**src/rtl/uart_mmio_pkg.sv**
```systemverilog
// Shared constants, register offsets and FSM state type for the memory-mapped UART transmitter.
package uart_mmio_pkg;

    localparam int unsigned DIV_W    = 16;
    localparam int unsigned OFF_W    = 4;
    localparam int unsigned BYTE_W   = 8;

    localparam logic [OFF_W-1:0] OFF_TXDATA = 4'h0;
    localparam logic [OFF_W-1:0] OFF_STATUS = 4'h4;
    localparam logic [OFF_W-1:0] OFF_DIV    = 4'h8;

    localparam int unsigned ST_BUSY    = 0;
    localparam int unsigned ST_FULL    = 1;
    localparam int unsigned ST_EMPTY   = 2;
    localparam int unsigned ST_OVF     = 3;
    localparam int unsigned ST_CNT_LSB = 4;
    localparam int unsigned ST_CNT_W   = 3;

    localparam logic [DIV_W-1:0] MIN_DIV = 16'd2;

    typedef enum logic [1:0] {
        IDLE  = 2'd0,
        START = 2'd1,
        DATA  = 2'd2,
        STOP  = 2'd3
    } tx_state_t;

    // Divisors below two cannot form a valid bit period.
    function automatic logic [DIV_W-1:0] clamp_div(input logic [DIV_W-1:0] d);
        return (d < MIN_DIV) ? MIN_DIV : d;
    endfunction

endpackage

```
**src/rtl/uart_tx_mmio_fifo.sv**
```systemverilog
// Small synchronous FIFO holding bytes waiting to be serialised; push while full is
// accepted when a pop happens in the same cycle.
module tx_fifo #(
    parameter int unsigned DEPTH = 4,
    parameter int unsigned WIDTH = 8
) (
    input  logic                       clk_i,
    input  logic                       rst_ni,
    input  logic                       push_i,
    input  logic                       pop_i,
    input  logic [WIDTH-1:0]           wdata_i,
    output logic [WIDTH-1:0]           rdata_o,
    output logic                       full_o,
    output logic                       empty_o,
    output logic [$clog2(DEPTH):0]     count_o
);

    localparam int unsigned AW = $clog2(DEPTH);
    localparam int unsigned CW = AW + 1;

    logic [WIDTH-1:0] mem_q [DEPTH];
    logic [AW-1:0]    wr_ptr_q, wr_ptr_d;
    logic [AW-1:0]    rd_ptr_q, rd_ptr_d;
    logic [CW-1:0]    count_q, count_d;
    logic             do_push, do_pop;

    assign do_pop  = pop_i && (count_q != '0);
    assign do_push = push_i && ((count_q != CW'(DEPTH)) || do_pop);

    always_comb begin
        wr_ptr_d = wr_ptr_q;
        rd_ptr_d = rd_ptr_q;
        count_d  = count_q;
        if (do_push) wr_ptr_d = wr_ptr_q + AW'(1);
        if (do_pop)  rd_ptr_d = rd_ptr_q + AW'(1);
        if (do_push && !do_pop)      count_d = count_q + CW'(1);
        else if (!do_push && do_pop) count_d = count_q - CW'(1);
    end

    always_ff @(posedge clk_i) begin
        if (!rst_ni) begin
            wr_ptr_q <= '0;
            rd_ptr_q <= '0;
            count_q  <= '0;
        end else begin
            wr_ptr_q <= wr_ptr_d;
            rd_ptr_q <= rd_ptr_d;
            count_q  <= count_d;
        end
    end

    // Storage needs no reset; the pointers define what is valid.
    always_ff @(posedge clk_i) begin
        if (do_push) mem_q[wr_ptr_q] <= wdata_i;
    end

    assign rdata_o = mem_q[rd_ptr_q];
    assign full_o  = (count_q == CW'(DEPTH));
    assign empty_o = (count_q == '0);
    assign count_o = count_q;

endmodule

```
**src/rtl/uart_tx_mmio.sv**
```systemverilog
// Memory-mapped 8N1 UART transmitter sitting beside the data RAM on the core's data bus.
module uart_tx_mmio
    import uart_mmio_pkg::*;
#(
    parameter logic [9:0]  BASE_ADDR   = 10'h3F0,
    parameter int unsigned FIFO_DEPTH  = 4,
    parameter logic [15:0] DEFAULT_DIV = 16'd868
) (
    input  logic        CLK,
    input  logic        RSTn,
    input  logic        MemWrite,
    input  logic        MemRead,
    input  logic [9:0]  address,
    input  logic [31:0] write_data,
    output logic [31:0] read_data,
    output logic        hit,
    output logic        tx,
    output logic        busy
);

    localparam int unsigned CW = $clog2(FIFO_DEPTH) + 1;

    logic [OFF_W-1:0]  off_c;
    logic              wr_txdata_c, wr_status_c, wr_div_c, push_drop_c;
    logic              fifo_pop, fifo_full, fifo_empty;
    logic [CW-1:0]     fifo_count;
    logic [BYTE_W-1:0] fifo_rdata;
    logic              unused_wdata;

    logic              ovf_q, ovf_d;
    logic [DIV_W-1:0]  div_q, div_d;
    tx_state_t         state_q, state_d;
    logic [DIV_W-1:0]  bcnt_q, bcnt_d;
    logic [DIV_W-1:0]  div_l_q, div_l_d;
    logic [2:0]        bit_idx_q, bit_idx_d;
    logic [BYTE_W-1:0] shreg_q, shreg_d;
    logic              tx_q, tx_d;
    logic              busy_q, busy_d;
    logic              bit_end_c;

    assign off_c        = address[OFF_W-1:0];
    assign hit          = (address[9:4] == BASE_ADDR[9:4]);
    assign wr_txdata_c  = MemWrite && hit && (off_c == OFF_TXDATA);
    assign wr_status_c  = MemWrite && hit && (off_c == OFF_STATUS);
    assign wr_div_c     = MemWrite && hit && (off_c == OFF_DIV);
    assign push_drop_c  = wr_txdata_c && fifo_full && !fifo_pop;
    assign unused_wdata = ^write_data[31:DIV_W];

    tx_fifo #(
        .DEPTH (FIFO_DEPTH),
        .WIDTH (BYTE_W)
    ) u_fifo (
        .clk_i   (CLK),
        .rst_ni  (RSTn),
        .push_i  (wr_txdata_c),
        .pop_i   (fifo_pop),
        .wdata_i (write_data[BYTE_W-1:0]),
        .rdata_o (fifo_rdata),
        .full_o  (fifo_full),
        .empty_o (fifo_empty),
        .count_o (fifo_count)
    );

    // Control registers; a new overflow beats a simultaneous clear.
    always_comb begin
        ovf_d = ovf_q;
        div_d = div_q;
        if (wr_status_c && write_data[ST_OVF]) ovf_d = 1'b0;
        if (push_drop_c)                       ovf_d = 1'b1;
        if (wr_div_c) div_d = clamp_div(write_data[DIV_W-1:0]);
    end

    assign bit_end_c = (bcnt_q == div_l_q - DIV_W'(1));

    // Serialiser: pops straight into START from IDLE or STOP, so queued frames abut.
    always_comb begin
        state_d   = state_q;
        bcnt_d    = bcnt_q;
        div_l_d   = div_l_q;
        bit_idx_d = bit_idx_q;
        shreg_d   = shreg_q;
        fifo_pop  = 1'b0;
        unique case (state_q)
            IDLE: begin
                if (!fifo_empty) begin
                    fifo_pop = 1'b1;
                    shreg_d  = fifo_rdata;
                    div_l_d  = div_q;
                    bcnt_d   = '0;
                    state_d  = START;
                end
            end
            START: begin
                if (bit_end_c) begin
                    bcnt_d    = '0;
                    bit_idx_d = 3'd0;
                    state_d   = DATA;
                end else begin
                    bcnt_d = bcnt_q + DIV_W'(1);
                end
            end
            DATA: begin
                if (bit_end_c) begin
                    bcnt_d  = '0;
                    shreg_d = {1'b0, shreg_q[BYTE_W-1:1]};
                    if (bit_idx_q == 3'd7) state_d = STOP;
                    else                   bit_idx_d = bit_idx_q + 3'd1;
                end else begin
                    bcnt_d = bcnt_q + DIV_W'(1);
                end
            end
            STOP: begin
                if (bit_end_c) begin
                    bcnt_d = '0;
                    if (!fifo_empty) begin
                        fifo_pop = 1'b1;
                        shreg_d  = fifo_rdata;
                        div_l_d  = div_q;
                        state_d  = START;
                    end else begin
                        state_d = IDLE;
                    end
                end else begin
                    bcnt_d = bcnt_q + DIV_W'(1);
                end
            end
            default: state_d = IDLE;
        endcase

        tx_d = 1'b1;
        case (state_d)
            START:   tx_d = 1'b0;
            DATA:    tx_d = shreg_d[0];
            default: tx_d = 1'b1;
        endcase
        busy_d = (state_d != IDLE) || !fifo_empty;
    end

    always_ff @(posedge CLK) begin
        if (!RSTn) begin
            ovf_q     <= 1'b0;
            div_q     <= DEFAULT_DIV;
            state_q   <= IDLE;
            bcnt_q    <= '0;
            div_l_q   <= DEFAULT_DIV;
            bit_idx_q <= '0;
            shreg_q   <= '0;
            tx_q      <= 1'b1;
            busy_q    <= 1'b0;
        end else begin
            ovf_q     <= ovf_d;
            div_q     <= div_d;
            state_q   <= state_d;
            bcnt_q    <= bcnt_d;
            div_l_q   <= div_l_d;
            bit_idx_q <= bit_idx_d;
            shreg_q   <= shreg_d;
            tx_q      <= tx_d;
            busy_q    <= busy_d;
        end
    end

    // Loads see the pre-edge register state, like the RAM beside this block.
    always_comb begin
        read_data = '0;
        if (MemRead && hit) begin
            case (off_c)
                OFF_STATUS: begin
                    read_data[ST_BUSY]                   = busy_q;
                    read_data[ST_FULL]                   = fifo_full;
                    read_data[ST_EMPTY]                  = fifo_empty;
                    read_data[ST_OVF]                    = ovf_q;
                    read_data[ST_CNT_LSB +: ST_CNT_W]    = ST_CNT_W'(fifo_count);
                end
                OFF_DIV: read_data[DIV_W-1:0] = div_q;
                default: read_data = '0;
            endcase
        end
    end

    assign tx   = tx_q;
    assign busy = busy_q;

endmodule

```
**config.mk**
```make
export PLATFORM = sky130hd
export DESIGN_NAME = uart_tx_mmio
export DESIGN_NICKNAME = d
export VERILOG_FILES = /design/src/rtl/uart_mmio_pkg.sv /design/src/rtl/uart_tx_mmio_fifo.sv /design/src/rtl/uart_tx_mmio.sv
export SDC_FILE = /design/constraint.sdc
export NUM_CORES = 1
export LEC_CHECK = 0
export ABC_AREA = 1
export CAP_MARGIN = 20
export CORE_MARGIN = 8
export CORE_UTILIZATION = 40
export DETAILED_ROUTE_END_ITERATION = 6
export PLACE_DENSITY = 0.71
export SYNTH_ARGS = -nofsm -noshare
export SYNTH_HDL_FRONTEND = slang
export SYNTH_HIERARCHICAL = 1
export SYNTH_SLANG_ARGS = --single-unit
```
**constraint.sdc**
```tcl
create_clock -name CLK -period 3.6 [get_ports CLK]
set_input_delay 0.72 -clock CLK [delete_from_list [all_inputs] [get_ports CLK]]
set_output_delay 0.72 -clock CLK [all_outputs]
set_load 0.02 [all_outputs]
```
# Yosys cells after proc, flatten, opt, wreduce, memory -nomap -nowiden
# Memories as Yosys holds them, arrays and structs flattened. A register that Yosys moved wholly into a read port is not among the register bits.
# Cells that the tools add are included.
# W data, S select, Z words.
[word_totals] ff_bits=71 word_cells=108 mem_bits_rw=32 out_inout_bits=35 input_bits=46 mem_count=1
[memory_table] memory="u_fifo.mem_q" depth=4 word_bits=8 read_ports=1 rd_ports_with_merged_regs=1 write_ports=1 line_no="uart_tx_mmio_fifo.sv:21" text="logic [WIDTH-1:0] mem_q [DEPTH];"
[classes] n_eq_ne=17 n_lt_le_gt_ge=1 addsub=7 reduce_logical=32 muxes=37
[ops] operator="$mux W16" count=6
[ops] operator="$pmux W16 S2" count=2
[ops] operator="$mux W8" count=3
[ops] operator="$pmux W8 S3" count=1
[ops] operator="$add A16 B1 Y16 const B" count=1
[ops] operator="$eq A16 B16 Y1" count=1
[ops] operator="$lt A16 B2 Y1 const B" count=1
[ops] operator="$sub A16 B1 Y16 const B" count=1
[ops] operator="$mux W3" count=5
[ops] operator="$mux W2" count=7
[ops] operator="$pmux W7 S2" count=1
[ops] operator="$logic_and A1 B1 Y1" count=12
[ops] operator="$ne A2 B2 Y1 const B" count=5
[ops] operator="$reduce_bool A2 Y1" count=5
[ops] operator="$mux W9" count=1
[ops] operator="$pmux W2 S4" count=1
[ops] operator="$mux W1" count=7
[ops] operator="$add A3 B1 Y3 const B" count=2
[ops] operator="$eq A2 B2 Y1 const B" count=3
[ops] operator="$eq A3 B3 Y1 const B" count=2
[ops] operator="$eq A6 B6 Y1 const B" count=1
[ops] operator="$pmux W3 S2" count=1
[ops] operator="$reduce_bool A3 Y1" count=2
[ops] operator="$add A2 B1 Y2 const B" count=2
[ops] operator="15 further kinds" count=21

# Longest topological paths before layout
[depth] depth_word=11 ltp_mapped=30 depth_no_buf=30

# Hierarchy
# The synthesis kept the hierarchy.
[by_module_without_submodules] module="uart_tx_mmio" seq_area_each_um2=1281.2 area_per_inst_um2=4357.9 cells_per_inst=682 n_inst=1
[by_module_without_submodules] module="tx_fifo" seq_area_each_um2=1141.1 area_per_inst_um2=1702.9 cells_per_inst=148 n_inst=1

# Worst setup path before layout
# OpenSTA, ideal clock, no wires.
[synth_path] kind="reg-to-reg" from="reg div_l_q[0]" to="reg u_fifo.count_q[2] (netlist: u_fifo/count_o[2])" n_path_buf=0 required_ps=3487 stages_incl_launch_ff=28 period_less_slack_ps=3138 arrival_ps=3025 setup_slack_ps=462 setup_ps=113 cell_sequence="dfxtp_1 > inv_1 > ha_1 > inv_1 > nor2_1 > nand3_1 > o21bai_1 > nand2_1 > nor2_1 > nand4_1 > nor2_2 > nand2_1 > nand2_2 > nand2_1 > inv_1 > inv_1 > nand3_2 > nand2_1 > inv_1 > ha_1 > inv_1 > fa_1 > inv_1 > nand2_1 > nand3_1 > nand2_1 > nand2_1 > nor2_1"
[synth_between] elab_chain_len=10 elab_cells_between_ends=13 cone_classes="add/sub (1); eq/ne (1); mux (3); reduce/logical (8)"
[synth_rtl] element="start: declaration" line_no="uart_tx_mmio.sv:34" text="logic [DIV_W-1:0] div_l_q, div_l_d;"
[synth_rtl] element="start signal: assignment" line_no="uart_tx_mmio.sv:155" text="div_l_q <= div_l_d;"
[synth_rtl] element="$sub A16 B1 Y16 (*)" line_no="uart_tx_mmio.sv:73" text="assign bit_end_c = (bcnt_q == div_l_q - DIV_W'(1));"
[synth_rtl] element="$eq A16 B16 Y1 (*)" line_no="uart_tx_mmio.sv:73"
[synth_rtl] element="$mux W1 (*)" line_no="uart_tx_mmio.sv:113" text="if (bit_end_c) begin"
[synth_rtl] element="$pmux W1 S2 (*)" line_no="uart_tx_mmio.sv:83" text="unique case (state_q)"
[synth_rtl] element="via fifo_pop" line_no="uart_tx_mmio.sv:25" text="logic fifo_pop, fifo_full, fifo_empty;"
[synth_rtl] element="$logic_and A1 B1 Y1 (*)" line_no="uart_tx_mmio_fifo.sv:27" text="assign do_pop = pop_i && (count_q != '0);"
[synth_rtl] element="$logic_or A1 B1 Y1 (*)" line_no="uart_tx_mmio_fifo.sv:28" text="assign do_push = push_i && ((count_q != CW'(DEPTH)) || do_pop);"
[synth_rtl] element="$logic_and A1 B1 Y1 (*)" line_no="uart_tx_mmio_fifo.sv:28"
[synth_rtl] element="via u_fifo.do_push" line_no="uart_tx_mmio_fifo.sv:25" text="logic do_push, do_pop;"
[synth_rtl] element="$logic_not A1 Y1" line_no="uart_tx_mmio_fifo.sv:37" text="else if (!do_push && do_pop) count_d = count_q - CW'(1);"
[synth_rtl] element="$logic_and A1 B1 Y1" line_no="uart_tx_mmio_fifo.sv:37"
[synth_rtl] element="$reduce_bool A2 Y1 (no source line)"
[synth_rtl] element="end signal: assignment" line_no="uart_tx_mmio_fifo.sv:48" text="count_q <= count_d;"
[synth_rtl] element="end: declaration" line_no="uart_tx_mmio_fifo.sv:24" text="logic [CW-1:0] count_q, count_d;"
# Mark *: on every way through the listed nets, which the timed path passes. The rest lies on a longest branch.
# A chain may end at the register's enable or synchronous reset.

# Worst setup path in the final report
[layout_path] from="in address[1]" to="out read_data[12]"
[layout_between] elab_chain_len=3
[layout_rtl] element="start: declaration" line_no="uart_tx_mmio.sv:13" text="input logic [9:0] address,"
[layout_rtl] element="$eq A4 B4 Y1" line_no="uart_tx_mmio.sv:167" text="case (off_c)"
[layout_rtl] element="$mux W9" line_no="uart_tx_mmio.sv:167"
[layout_rtl] element="$mux W16" line_no="uart_tx_mmio.sv:166" text="if (MemRead && hit) begin"
[layout_rtl] element="end: declaration" line_no="uart_tx_mmio.sv:15" text="output logic [31:0] read_data,"
# No other way between the ends.

==> impl_results.md <==
* Met1 usage at a little under a fifth
* Comb pwr share at between 9 and 10%
* Critical path class: input pin to output pin
* Area Overhead vs Synth at 16.3%
* Status: finished, final reports clean
* Maxcap violations at 0
* Sw frac at about a quarter
* Internal power at around 1.8 mW
* Worst-Margin Slew at slightly above 0.6 ns
* DP HPWL at approximately 11 mm
* Global Route met3 Usage at under 10%
* CP peak stage delay at 0.65 ns
* RSZ-0062 raised after global routing: yes
* Post-synth EDFFs at 32
* Area of the die at 0.0193 mm²
* Final Cell Area at approximately 0.0070 mm²
* CTS tree: yes
* Clock Sinks at 105
* Reg power frac at approximately half
* Part of the cycle the worst path needs at a little over nine tenths
* Clock Latency Late Sink at ~0.35 ns
* Synth Area per Inst at approximately 7.3 µm²
* Netlist cell types at 49
* HP Class: flop to flop
* Diode count at 0
* Crit-path cells: clkdlybuf4s50_1 > nor2_1 > nand2_1 > nor2_1 > inv_1 > nor3_1 > clkdlybuf4s50_1
* Final hold vios at 0
* H-tree levels at 3
* Post-Syn Instances at between 800 and 900
* Nets at around 950
* DIE HEIGHT at about 140 µm
* Worst Setup Start Kind: input pin
* Top Ports at between 80 and 90
* Cell Area, Synth at around 0.0061 mm²
* Flops & latches, synth at between 100 and 150
* Drt initial violations at around 230
* Final Max Slew Viols at 0
* DRC at 0
* Synth warn at 6
* Global route total overflow at 0
* Worst Clk Skew at around 0.012 ns
* Setup violators final at 0
* Via count at 5,302
* Crit path DAT at about 2.7 ns
* Effective utilization at floorplan at between 40% and 50%
* Largest net degree at the start of global routing at 36
* Met2 usage at between 20% and 30%
* Clk pwr share at 39.8%
* Fraction of final layout cells sized beyond drive strength 1 at about a tenth
* Number of buffers created by CTS at 9
* Total track usage at between 10% and 20%
* Peak supply drop at slightly below 0.2 mV
* IO Port Bufs at 48
* Commonest cells after routing, fill and taps aside: 225 x nand2_1, 85 x nor2_1, 83 x inv_1
* Hold Buf Count CTS at 0
* Seq/Total Area, Yosys at 40.0%
* Setup TNS at 0 ns
* Antenna Nets Post-Route at 0
* Post-synth top area share at between 20 and 25%
* Dpl cell area at 0.00671 mm²
* Crit-path max FO at 6
* Lkg Pwr at around 2.9 nW
* Slew HR at between 50% and 60%
* CP max stage cell: clkdlybuf4s50_1
* Pwr Density at 343 mW/mm²
* Die X at roughly 140 µm
* Routed WL per cell at between 10 and 15 µm
* DRT Wirelength at around 14 mm
* Fin crit period at between 3 and 4 ns
* F_max at 297 MHz
* Fraction of registers with async set/reset at 0%
* Worst Path Required at between 2 and 3 ns
* Core footprint at about 0.015 mm²
* Clk slew on worst S/H paths at roughly 0.070 ns
* Vias per inst at 4.92
* Switching pwr at 0.621 mW
* Synth Flop Type: dfxtp_1
* Initial antenna violation count at 0
* Router iterations before antenna repair at 7
* Top cells by area, synth: dfxtp_1 24%, edfxtp_1 16%, nand2_1 14%
* Most common cell after layout, fill and taps aside: nand2_1
* First-pass GRT wire length at between 20 and 25 mm
* Routability-driven placement congestion ratio at between 0.8 and 0.9
* Root Driver: clkbuf_16
* Crit path capture type: output pin
* GRT busiest layer: met2
* Vias in the first global route at slightly below 5k
* Clock Tree Buf Depth at 2
* FP Rows at 45
* Cell taking the most area after synthesis: dfxtp_1
==> worst max-delay path: cells and delay by family <==
family,cells,cell delay [ns]
simple gates,4,0.70
buf+inv,3,1.22
==> cells in the mapped netlist (4+ instances only) <==
cell	number
o22ai_1	9
nor2_4	9
a21oi_1	57
edfxtp_1	32
ha_1	15
xor2_1	9
a211oi_1	5
nand4_1	20
nor2_1	87
o21ai_0	31
xnor2_1	6
inv_1	83
nand3_1	58
nand2_2	9
clkinv_1	4
dfxtp_1	73
o21ai_2	4
nand2_1	226
nor3_1	11
buf_4	16
clkbuf_1	12
buf_6	5
nor2_2	6
==> sequential cells by signal (all words and copies together), names as in the netlist, named ones only <==
name and flops:
bit_idx_q 3, ovf_q 1, u_fifo/mem_q 32, u_fifo/wr_ptr_q 2, u_fifo/count_o 3, state_q 2
bcnt_q 16, div_q 16, tx 1, shreg_q 8, div_l_q 16, u_fifo/rd_ptr_q 2
busy 1
==> power by group through the flow <==
| stage | Combinational [mW] | Clock (mW) | Sequential [mW] |
|---|---|---|---|
| 2_1_floorplan | 0.143 | 0 | 1.27 |
| 3_3_place_gp | 0.218 | 0 | 1.26 |
| 3_5_place_dp | 0.221 | 0 | 1.26 |
| 4_1_cts | 0.222 | 0.983 | 1.24 |
| 5_1_grt | 0.244 | 1.03 | 1.24 |
| 6_report | 0.220 | 0.961 | 1.24 |
==> cell families (layout without fill, tap and decap cells) <==
kind of cell / after synthesis / after routing / share of synthesized area [%]
simple gates: 441 / 441 / 32.5
flops: 105 / 105 / 40.0
other cells: 1 / 16 / 0.0619
compound gates: 120 / 120 / 11.3
buf+inv: 129 / 174 / 10.0
fa+ha+maj: 16 / 16 / 3.43
xor+xnor: 15 / 15 / 2.17
mux: 3 / 3 / 0.495
==> path summary, 6_finish.rpt <==
path | from | to | slack, ns | depth (start not counted)
max | address[1] | read_data[12] | 0.23 | 7
max reg2reg | div_l_q[1]$_SDFFE_PN0P_ | u_fifo/count_o[2]$_SDFFE_PN0P_ | 0.30 | 27
min reg2reg | bit_idx_q[0]$_SDFFE_PN0P_ | bit_idx_q[0]$_SDFFE_PN0P_ | 0.47 | 2
min | bit_idx_q[0]$_SDFFE_PN0P_ | bit_idx_q[0]$_SDFFE_PN0P_ | 0.47 | 2
==> metal layers <==
metal / vias to the layer above / wire length, µm
li1: 2785 / -
met2: 116 / 6550
met4: 0 / 221
met5: - / 0
met3: 11 / 707
met1: 2390 / 6660
==> area by class of cell <==
class	instances	area, µm²
clock buffer	9	225
inverter	90	343
multi-input combinational	611	3120
clock inverter	7	71.3
tap	188	235
timing repair buffer	68	631
fill	1507	7930
sequential	105	2420
==> repair_timing <==
action	in CTS	in global routing
gates resized for setup	0	8
buffers inserted	0	1
endpoints found under the hold margin	0	0
endpoints found under the setup margin	0	4
==> per-stage QoR <==
step                      setup WS [ns]  utilization [%]  instances  hold WS (ns)  power [mW]
after floorplan                   0.462                -        845         0.442        1.41
after global placement            0.181             44.8       1061         0.455        1.48
after detailed placement          0.170             44.8       1061         0.466        1.48
after CTS                         0.159             46.8       1077         0.475        2.44
after global routing             0.0148             47.1       1078         0.497        2.51
final                             0.229             47.1       1078         0.473        2.42
No activity file was read; power rests on OpenSTA's default activity.
